File: src/rtl/jtframe_bank_slots_pkg.sv
// Shared definitions for the multi-slot SDRAM bank read arbiter.
// FSM encoding and slot-index width helper.
package jtframe_bank_slots_pkg;

    localparam logic [1:0] ST_IDLE     = 2'd0;
    localparam logic [1:0] ST_WAIT_ACK = 2'd1;
    localparam logic [1:0] ST_WAIT_RDY = 2'd2;

    // Width of a slot index; at least one bit so a 1-slot build still elaborates.
    function automatic int unsigned slot_iw(input int unsigned slots);
        int unsigned w;
        w = 32'($clog2(slots));
        return (w == 0) ? 32'd1 : w;
    endfunction

endpackage

File: src/rtl/jtframe_slot_rr.sv
// Next-winner selection for multi-slot arbiters: round-robin from ptr
// when RR is set, otherwise lowest index wins.
module jtframe_slot_rr
    import jtframe_bank_slots_pkg::*;
#(
    parameter int unsigned SLOTS = 4,
    parameter int unsigned RR    = 1,
    localparam int unsigned SW   = slot_iw(SLOTS)
)(
    input  logic [SLOTS-1:0] miss,
    input  logic [SW-1:0]    ptr,
    output logic [SW-1:0]    grant_c,
    output logic             any_req_c
);

    always_comb begin
        int unsigned idx;
        logic [SW-1:0] idx_s;
        grant_c   = '0;
        any_req_c = 1'b0;
        for (int unsigned k = 0; k < SLOTS; k++) begin
            idx = (RR != 0) ? 32'(ptr) + k : k;
            if (idx >= SLOTS) idx = idx - SLOTS;
            idx_s = SW'(idx);
            if (!any_req_c && miss[idx_s]) begin
                grant_c   = idx_s;
                any_req_c = 1'b1;
            end
        end
    end

endmodule

File: src/rtl/jtframe_bank_slots.sv
// N-slot read arbiter with one-word cache per slot, sharing one SDRAM bank
// read port. Slot OK is combinational against the registered tag.
module jtframe_bank_slots
    import jtframe_bank_slots_pkg::*;
#(
    parameter int unsigned SLOTS = 4,
    parameter int unsigned AW    = 22,
    parameter int unsigned DW    = 16,
    parameter int unsigned RR    = 1
)(
    input  logic                clk,
    input  logic                rst,
    input  logic                flush,
    input  logic [SLOTS-1:0]    slot_cs,
    input  logic [SLOTS*AW-1:0] slot_addr,
    output logic [SLOTS-1:0]    slot_ok,
    output logic [SLOTS*DW-1:0] slot_dout,
    output logic [AW-1:0]       ba_addr,
    output logic                ba_rd,
    input  logic                ba_ack,
    input  logic                ba_rdy,
    input  logic [DW-1:0]       data_read
);

    localparam int unsigned SW = slot_iw(SLOTS);

    logic [1:0]                st, st_nx;
    logic                      ba_rd_nx;
    logic [AW-1:0]             ba_addr_nx;
    logic [SW-1:0]             sel, sel_nx, ptr, ptr_nx, grant_c;
    logic                      discard, discard_nx, any_req_c, fill_c;
    logic [SLOTS-1:0]          valid, valid_nx, miss_c;
    logic [SLOTS-1:0][AW-1:0]  tag, addr_c;
    logic [SLOTS-1:0][DW-1:0]  data;

    assign addr_c    = slot_addr;
    assign slot_dout = data;
    assign miss_c    = slot_cs & ~slot_ok;

    // Hit detection against the tag of the last completed fill
    always_comb begin
        slot_ok = '0;
        for (int unsigned i = 0; i < SLOTS; i++)
            slot_ok[i] = slot_cs[i] & valid[i] & (addr_c[i] == tag[i]);
    end

    jtframe_slot_rr #(
        .SLOTS (SLOTS),
        .RR    (RR)
    ) u_rr (
        .miss      (miss_c),
        .ptr       (ptr),
        .grant_c   (grant_c),
        .any_req_c (any_req_c)
    );

    // Next-state and registered-output logic
    always_comb begin
        st_nx      = st;
        ba_rd_nx   = ba_rd;
        ba_addr_nx = ba_addr;
        sel_nx     = sel;
        ptr_nx     = ptr;
        discard_nx = discard | flush;
        fill_c     = 1'b0;
        case (st)
            ST_IDLE: begin
                discard_nx = 1'b0;
                if (any_req_c && !flush) begin
                    ba_addr_nx = addr_c[grant_c];
                    sel_nx     = grant_c;
                    ba_rd_nx   = 1'b1;
                    st_nx      = ST_WAIT_ACK;
                    if (RR != 0)
                        ptr_nx = (grant_c == SW'(SLOTS-1)) ? '0 : grant_c + SW'(1);
                end
            end
            ST_WAIT_ACK: begin
                if (ba_ack) begin
                    ba_rd_nx = 1'b0;
                    if (ba_rdy) begin
                        fill_c = 1'b1;
                        st_nx  = ST_IDLE;
                    end else begin
                        st_nx  = ST_WAIT_RDY;
                    end
                end
            end
            ST_WAIT_RDY: begin
                if (ba_rdy) begin
                    fill_c = 1'b1;
                    st_nx  = ST_IDLE;
                end
            end
            default: begin
                st_nx    = ST_IDLE;
                ba_rd_nx = 1'b0;
            end
        endcase
        // A flush landing on the fill cycle also discards that fill
        valid_nx = flush ? '0 : valid;
        if (fill_c) valid_nx[sel] = ~(discard | flush);
    end

    always_ff @(posedge clk) begin
        if (rst) begin
            st      <= ST_IDLE;
            ba_rd   <= 1'b0;
            ba_addr <= '0;
            sel     <= '0;
            ptr     <= '0;
            discard <= 1'b0;
            valid   <= '0;
            tag     <= '0;
            data    <= '0;
        end else begin
            st      <= st_nx;
            ba_rd   <= ba_rd_nx;
            ba_addr <= ba_addr_nx;
            sel     <= sel_nx;
            ptr     <= ptr_nx;
            discard <= discard_nx;
            valid   <= valid_nx;
            if (fill_c) begin
                tag[sel]  <= ba_addr;
                data[sel] <= data_read;
            end
        end
    end

endmodule

File: config.mk
export PLATFORM = sky130hd
export DESIGN_NAME = jtframe_bank_slots
export DESIGN_NICKNAME = d
export VERILOG_FILES = /design/src/rtl/jtframe_bank_slots_pkg.sv /design/src/rtl/jtframe_slot_rr.sv /design/src/rtl/jtframe_bank_slots.sv
export SDC_FILE = /design/constraint.sdc
export NUM_CORES = 1
export LEC_CHECK = 0
export BUFFER_PORTS_ARGS = -buffer_cell sky130_fd_sc_hd__buf_2
export CAP_MARGIN = 5
export CORE_ASPECT_RATIO = 0.75
export CORE_MARGIN = 2
export CORE_UTILIZATION = 50
export DETAILED_ROUTE_END_ITERATION = 8
export PLACE_DENSITY_LB_ADDON = 0.12
export SYNTH_ARGS = -nofsm -noshare
export SYNTH_HDL_FRONTEND = slang
export SYNTH_SLANG_ARGS = --single-unit
export TNS_END_PERCENT = 10
File: constraint.sdc
create_clock -name clk -period 4.1 [get_ports clk]
set_input_delay 1.23 -clock clk [delete_from_list [all_inputs] [get_ports clk]]
set_output_delay 1.23 -clock clk [all_outputs]
set_load 0.05 [all_outputs]
==> flow_summary.json, run 1 <==
{
  "grt_usage_pct": 29.45,
  "antenna_cells": 0,
  "drive_gt1_share_pct": 25.46,
  "crit_type": "in2out",
  "cts_root_buffer": "clkbuf_16",
  "powerDensity_mw_per_mm2": 409.7,
  "rows": 40,
  "via_per_inst": 5.446,
  "worst_setup_path_end_kind": "primary output",
  "r2r_cells": 9,
  "clk_pin_slew_ns": 0.07,
  "tns_ns": 0,
  "min_to": "slot_dout[0]",
  "rsz0062_at_grt": "false",
  "h-tree-depth": 4,
  "wire_per_inst_um": 18.92,
  "fin_nets": 1306,
  "grt-ovfl-total": 0,
  "io_buffers": 203,
  "required_ns": 2.87,
  "cp_max_fo": 2,
  "io_pins": 204,
  "outcome": "finished, final reports clean",
  "min_period_over_period_pct": 96.76,
  "drc": 0,
  "clkLatencyLatePin_ns": 0.44,
  "setup_slack_ns": 0.1327,
  "pre_cts_ws_ns": 0.1442,
  "reg2reg_slack_ns": 1.12,
  "drv_cap": 0,
  "die_w_um": 153.5,
  "dieArea_mm2": 0.01783,
  "hp-class": "reg2reg",
  "crit_arrival_ns": 2.74,
  "clock_sinks": 186,
  "cts_tree": "done",
  "place_area_mm2": 0.009738,
  "fmax_mhz": 252.1,
  "drv_slew": 0,
  "intPower_mw": 2.981,
  "cts_hold_buf": 0,
  "r2r_end": "ba_addr[14]",
  "core-area_mm2": 0.01622,
  "via_count": 7690,
  "max_slew_margin_pct": 51.03,
  "switching_share_pct": 29.55,
  "r2r_start": "tag[0]",
  "period_needed_ns": 3.967,
  "cts_setup_buffers": 0,
  "hp-start": "slot_dout[0]",
  "grt_pass1_vias": 6907,
  "drtAntennaViolNets": 0,
  "wl_um": 26710,
  "switchingPower_mw": 1.250,
  "p_comb_share_pct": 15.4,
  "setup_viol": 0,
  "start_kind": "input pin",
  "p_seq_share_pct": 45.5,
  "syn_nets": 1116,
  "gp_congestion": 0.8998,
  "drt_iter0_drc": 635,
  "p_total_mw": 4.231,
  "grt_pass1_wl_um": 39820,
  "clockBufferDepth": 2,
  "worstMarginPinSlew_ns": 0.7338,
  "pwr-share-clk_pct": 39.0,
  "syn_inst": 999,
  "grt_max_degree": 92,
  "antenna_found_initial": 0,
  "area_growth_pct": 23.16,
  "min_delay_path_depth": 2,
  "first_pass_iters": 5,
  "clock_skew_ns": 0.009478,
  "avgSynthCellArea_um2": 8.393,
  "p_leak_nw": 4.293,
  "ys_warn_count": 0,
  "ys_types": 49,
  "fillerInstances": 1501,
  "synth_seq_cells": 186,
  "vdd_drop_max_mv": 0.2788,
  "die_y_um": 116.1,
  "hpwl_um": 19340,
  "synth.cell_area_mm2": 0.008384,
  "fin_area_mm2": 0.01033,
  "post_cts_resized": 0,
  "initial_utilization_pct": 51.71,
  "numCtsBuffers": 17,
  "ys_seq_area_share_pct": 44.41,
  "hold_viol": 0
}
==> layout make-up <==
class / count / area, um2 / area share (%)
clock buffers: 19 / 452.9 / 4.386
clock inverters: 13 / 135.1 / 1.309
inverters: 7 / 26.28 / 0.2545
multi-input cells: 739 / 4332 / 41.95
flip-flops and latches: 186 / 3724 / 36.06
well taps: 210 / 262.8 / 2.545
repair buffers: 238 / 1394 / 13.50
==> power groups by stage <==
stage          registers [mW]  clock network, mW  logic [mW]
4_1_cts                  1.92               1.67       0.649
3_5_place_dp             1.96                  0       0.646
5_1_grt                  1.93               1.74       0.689
2_1_floorplan            2.04                  0       0.285
3_3_place_gp             1.96                  0       0.644
6_report                 1.93               1.65       0.653
==> cells by family after synthesis <==
| kind of cell | after synthesis | share of synthesized area, % |
|---|---|---|
| fa+ha+maj | 4 | 0.5969 |
| simple gates | 397 | 20.31 |
| mux | 46 | 5.492 |
| flops | 186 | 44.41 |
| compound gates | 204 | 15.83 |
| xor+xnor | 88 | 9.193 |
| buf+inv | 74 | 4.163 |
==> worst max-delay path by stage <==
stage / startpoint / end / depth (start not counted)
finish: slot_addr[61] / slot_ok[2] / 6
detailed placement: slot_addr[61] / slot_ok[2] / 6
floorplan: slot_addr[84] / slot_ok[3] / 4
global route: slot_addr[61] / slot_ok[2] / 6
global placement: slot_addr[61] / slot_ok[2] / 6
CTS: slot_addr[61] / slot_ok[2] / 6
==> placed cells by master (no fill, tap or decap), types with 2 or more instances in the layout <==
| master | n |
|---|---|
| a2111oi_0 | 3 |
| a211oi_1 | 2 |
| a21oi_1 | 160 |
| a22oi_1 | 2 |
| and2_1 | 2 |
| buf_12 | 9 |
| buf_2 | 202 |
| buf_4 | 27 |
| clkbuf_16 | 17 |
| clkbuf_8 | 2 |
| clkinv_2 | 2 |
| clkinvlp_4 | 2 |
| dfxtp_1 | 186 |
| ha_1 | 4 |
| inv_1 | 6 |
| inv_6 | 5 |
| mux2i_1 | 46 |
| nand2_1 | 317 |
| nand3b_1 | 22 |
| nand4_1 | 9 |
| nor2_1 | 12 |
| nor3_1 | 5 |
| nor4_1 | 14 |
| nor4_2 | 3 |
| o21a_1 | 2 |
| o21ai_1 | 2 |
| o221ai_1 | 2 |
| o221ai_2 | 21 |
| o41a_1 | 2 |
| xnor2_1 | 27 |
| xor2_1 | 61 |
==> registers in the layout (all words and copies together) (netlist names) <==
register / cells
slot_dout: 64
ba_rd: 1
valid: 4
discard: 1
ba_addr: 22
ptr: 2
tag: 88
st: 2
sel: 2
==> layer usage <==
metal / GRT usage, % / wire (um) / vias to the layer above
li1: - / - / 3743
met1: 43.60 / 12870 / 3608
met3: 7.532 / 2380 / 23
met4: 8.135 / 372 / 0
met2: 42.61 / 11090 / 316
met5: 0 / 0 / -
==> cell usage after synthesis, drive strengths merged <==
cell     number  share of area (%)
o211ai        1              0.090
a21oi       161                9.7
nand3b       22                2.0
a311oi        1               0.18
dfxtp       186                 44
xor2         61                6.4
and3          1              0.075
and2          2               0.15
buf          17                1.6
nand3         1              0.060
a211oi        2               0.18
or3b          2               0.24
or3           1               0.13
or4           1              0.090
o221ai       23                4.0
clkbuf       50                2.2
xnor2        27                2.8
nor4         17                1.3
mux2i        46                5.5
o41a          2               0.27
nor3          5               0.30
a21boi        2               0.18
a22oi         3               0.27
inv           7               0.31
nand2b        1              0.075
and4          1               0.13
o21a          2               0.18
nor2         13               0.58
o21ai         2               0.12
o2111ai       1               0.10
nand4         9               0.67
nand2       318                 14
o41ai         1               0.33
nor2b         1              0.075
a2111oi       3               0.31
ha            4               0.60
or2           2               0.15
==> metrics by stage <==
stage	cells	utilization (%)	hold WS, ns
6_report	1412	63.68	0.4521
3_5_place_dp	1380	60.05	0.4431
2_1_floorplan	999	-	0.4481
4_1_cts	1412	63.68	0.4528
3_3_place_gp	1380	60.05	0.4387
5_1_grt	1412	63.68	0.4646
==> critical path, cell delays in order <==
cell    delay [ns]
buf_2         0.11
xor2_1        0.14
or4_1         0.53
nor4_2        0.31
and2_1        0.16
buf_2         0.25
No activity file was read; power rests on OpenSTA's default activity.
==> run 2, diff against run 1 <==
--- a/config.mk
+++ b/config.mk
@@ -7,11 +7,14 @@
 export LEC_CHECK = 0
 export BUFFER_PORTS_ARGS = -buffer_cell sky130_fd_sc_hd__buf_2
 export CAP_MARGIN = 5
+export CELL_PAD_IN_SITES_DETAIL_PLACEMENT = 0
+export CELL_PAD_IN_SITES_GLOBAL_PLACEMENT = 1
 export CORE_ASPECT_RATIO = 0.75
 export CORE_MARGIN = 2
-export CORE_UTILIZATION = 50
+export CORE_UTILIZATION = 39
 export DETAILED_ROUTE_END_ITERATION = 8
 export PLACE_DENSITY_LB_ADDON = 0.12
+export SLEW_MARGIN = 25
 export SYNTH_ARGS = -nofsm -noshare
 export SYNTH_HDL_FRONTEND = slang
 export SYNTH_SLANG_ARGS = --single-unit
==> run 2 against run 1 <==
  * First-iteration DRC count down 11%
  * Critical endpoint unchanged
  * Non-clock buffer count up 1
  * Flip-flop and latch count did not move
==> flow_summary.json, run 2 (synthesis results as in run 1) <==
{
  "hpwl_um": 20400,
  "fin_nets": 1307,
  "min_period_over_period_pct": 99.15,
  "finalNonFillerCells": 1491,
  "cts_root_buffer": "clkbuf_16",
  "antenna_found_initial": 1,
  "clockBufferDepth": 2,
  "grt_pass1_wl_um": 42680,
  "worstMarginPinSlew_ns": 0.7544,
  "worst_setup_path_end_kind": "primary output",
  "cpPeakStageDelay_ns": 0.57,
  "r2r_end": "ba_addr[0]",
  "min_delay_path_depth": 2,
  "required_ns": 2.87,
  "via_count": 7625,
  "drt_iter0_drc": 565,
  "area_growth_pct": 25.68,
  "hold_viol": 0,
  "h-tree-depth": 4,
  "rows": 46,
  "core-area_mm2": 0.02112,
  "top_register": "tag",
  "dieArea_mm2": 0.02270,
  "cp_max_fo": 2,
  "numCtsBuffers": 17,
  "route.met2.wl_um": 12500,
  "final_common_cell": "nand2_1",
  "rsz0062_at_grt": "false",
  "antenna_cells": 0,
  "grt_max_degree": 73,
  "p_leak_nw": 4.349,
  "grt-ovfl-total": 0,
  "max_slew_margin_pct": 49.58,
  "cp_num_buf_inv": 2,
  "outcome": "finished, final reports clean",
  "clock_sinks": 186,
  "r2r_cells": 11,
  "drv_slew": 0,
  "critPathTopFamily": "simple AND/OR/NAND/NOR gates",
  "final_cell_mix": "317 x nand2_1, 201 x buf_2, 186 x dfxtp_1",
  "die_w_um": 173.3,
  "die_y_um": 131.0,
  "via_per_inst": 5.114,
  "vdd_drop_max_mv": 0.2522,
  "tns_ns": 0,
  "largest_register_ff_count": 88,
  "top_layer": "met5",
  "crit_type": "in2out",
  "cp_slowest_cell": "or4_1",
  "drive_gt1_share_pct": 25.85,
  "io_pins": 204,
  "wl_um": 28880,
  "drt-met1-wl_um": 14130,
  "initial_utilization_pct": 39.69,
  "min_to": "slot_dout[21]",
  "wire_per_inst_um": 19.37,
  "drtAntennaViolNets": 0,
  "drc": 0,
  "io_buffers": 203,
  "clock_skew_ns": 0.02077,
  "first_pass_iters": 5,
  "fmax_mhz": 246.0,
  "setup_viol": 0,
  "place_inst": 1459,
  "hp-class": "reg2reg",
  "gp_congestion": 0.8840,
  "grt_usage_pct": 24.97,
  "worstSetupPathDepth": 6,
  "cp_cell_sequence": "buf_2 > xor2_1 > or4_1 > nor4_4 > and2_1 > buf_4",
  "powerDensity_mw_per_mm2": 409.2,
  "clkLatencyLatePin_ns": 0.44,
  "cts_hold_buf": 0,
  "hp-start": "slot_dout[21]",
  "grt_pass1_vias": 7187,
  "reg2reg_slack_ns": 0.96,
  "period_needed_ns": 4.065,
  "hold-worst-slack_ns": 0.4520,
  "drv_cap": 0,
  "postLayoutCoreUtil_pct": 49.89,
  "fillerInstances": 2086,
  "cts_tree": "done",
  "start_kind": "input pin",
  "r2r_start": "tag[14]",
  "clk_pin_slew_ns": 0.07,
  "crit_arrival_ns": 2.84,
  "dr_wl_met3_um": 1795
}
## run 2: worst max path at each step
stage                        from    endpoint  slack [ns]
floorplan           slot_addr[84]  slot_ok[3]        0.13
global placement    slot_addr[49]  slot_ok[2]       -0.03
detailed placement  slot_addr[49]  slot_ok[2]       -0.03
CTS                 slot_addr[69]  slot_ok[3]        0.04
global route        slot_addr[49]  slot_ok[2]        0.01
finish              slot_addr[49]  slot_ok[2]        0.03
## run 2: through the flow
stage	setup slack (ns)	cell area, um2	power, mW
2_1_floorplan	0.1323	8391	2.326
3_3_place_gp	-0.02527	9894	2.599
3_5_place_dp	-0.03061	9894	2.600
4_1_cts	0.03606	10530	4.337
5_1_grt	0.01128	10540	4.461
6_report	0.03492	10540	4.312
## run 2: power breakdown
part           switching (mW)  total (mW)  internal, mW  leakage, nW
Sequential             0.0646        1.91          1.85         1.50
Clock                   0.807        1.75         0.945        0.305
Combinational           0.407       0.650         0.244         2.54
## run 2: routing by layer
| layer | vias up | track usage, % |
|---|---|---|
| met5 | - | 0 |
| met4 | 2 | 6.879 |
| met3 | 33 | 6.019 |
| met2 | 214 | 37.27 |
| met1 | 3630 | 35.93 |
| li1 | 3746 | - |
## run 2: cell type report
type                    count  area [um2]  area share, %
multi-input cells         739        4365          41.43
clock inverters            14       181.4          1.722
well taps                 288       360.3          3.420
repair buffers            239        1441          13.68
flip-flops and latches    186        3724          35.34
clock buffers              18       439.2          4.168
inverters                   7       26.28         0.2493
## run 2: repair_timing
item / CTS / global route
buffers inserted: 0 / 0
endpoints found under the hold margin: 0 / 0
endpoints found under the setup margin: 1 / 1
resized for setup: 2 / 1
## run 2: worst reg2reg max path, stage by stage, from the launching register on
cell and delay, ns:
dfxtp_1 0.34, xor2_1 0.25, nor4_1 0.45, buf_4 0.19, nand2_1 0.12, buf_4 0.17, o211ai_1 0.17, o221ai_1 0.16
a311oi_2 0.38, or3b_4 0.45, buf_4 0.20, o221ai_2 0.18
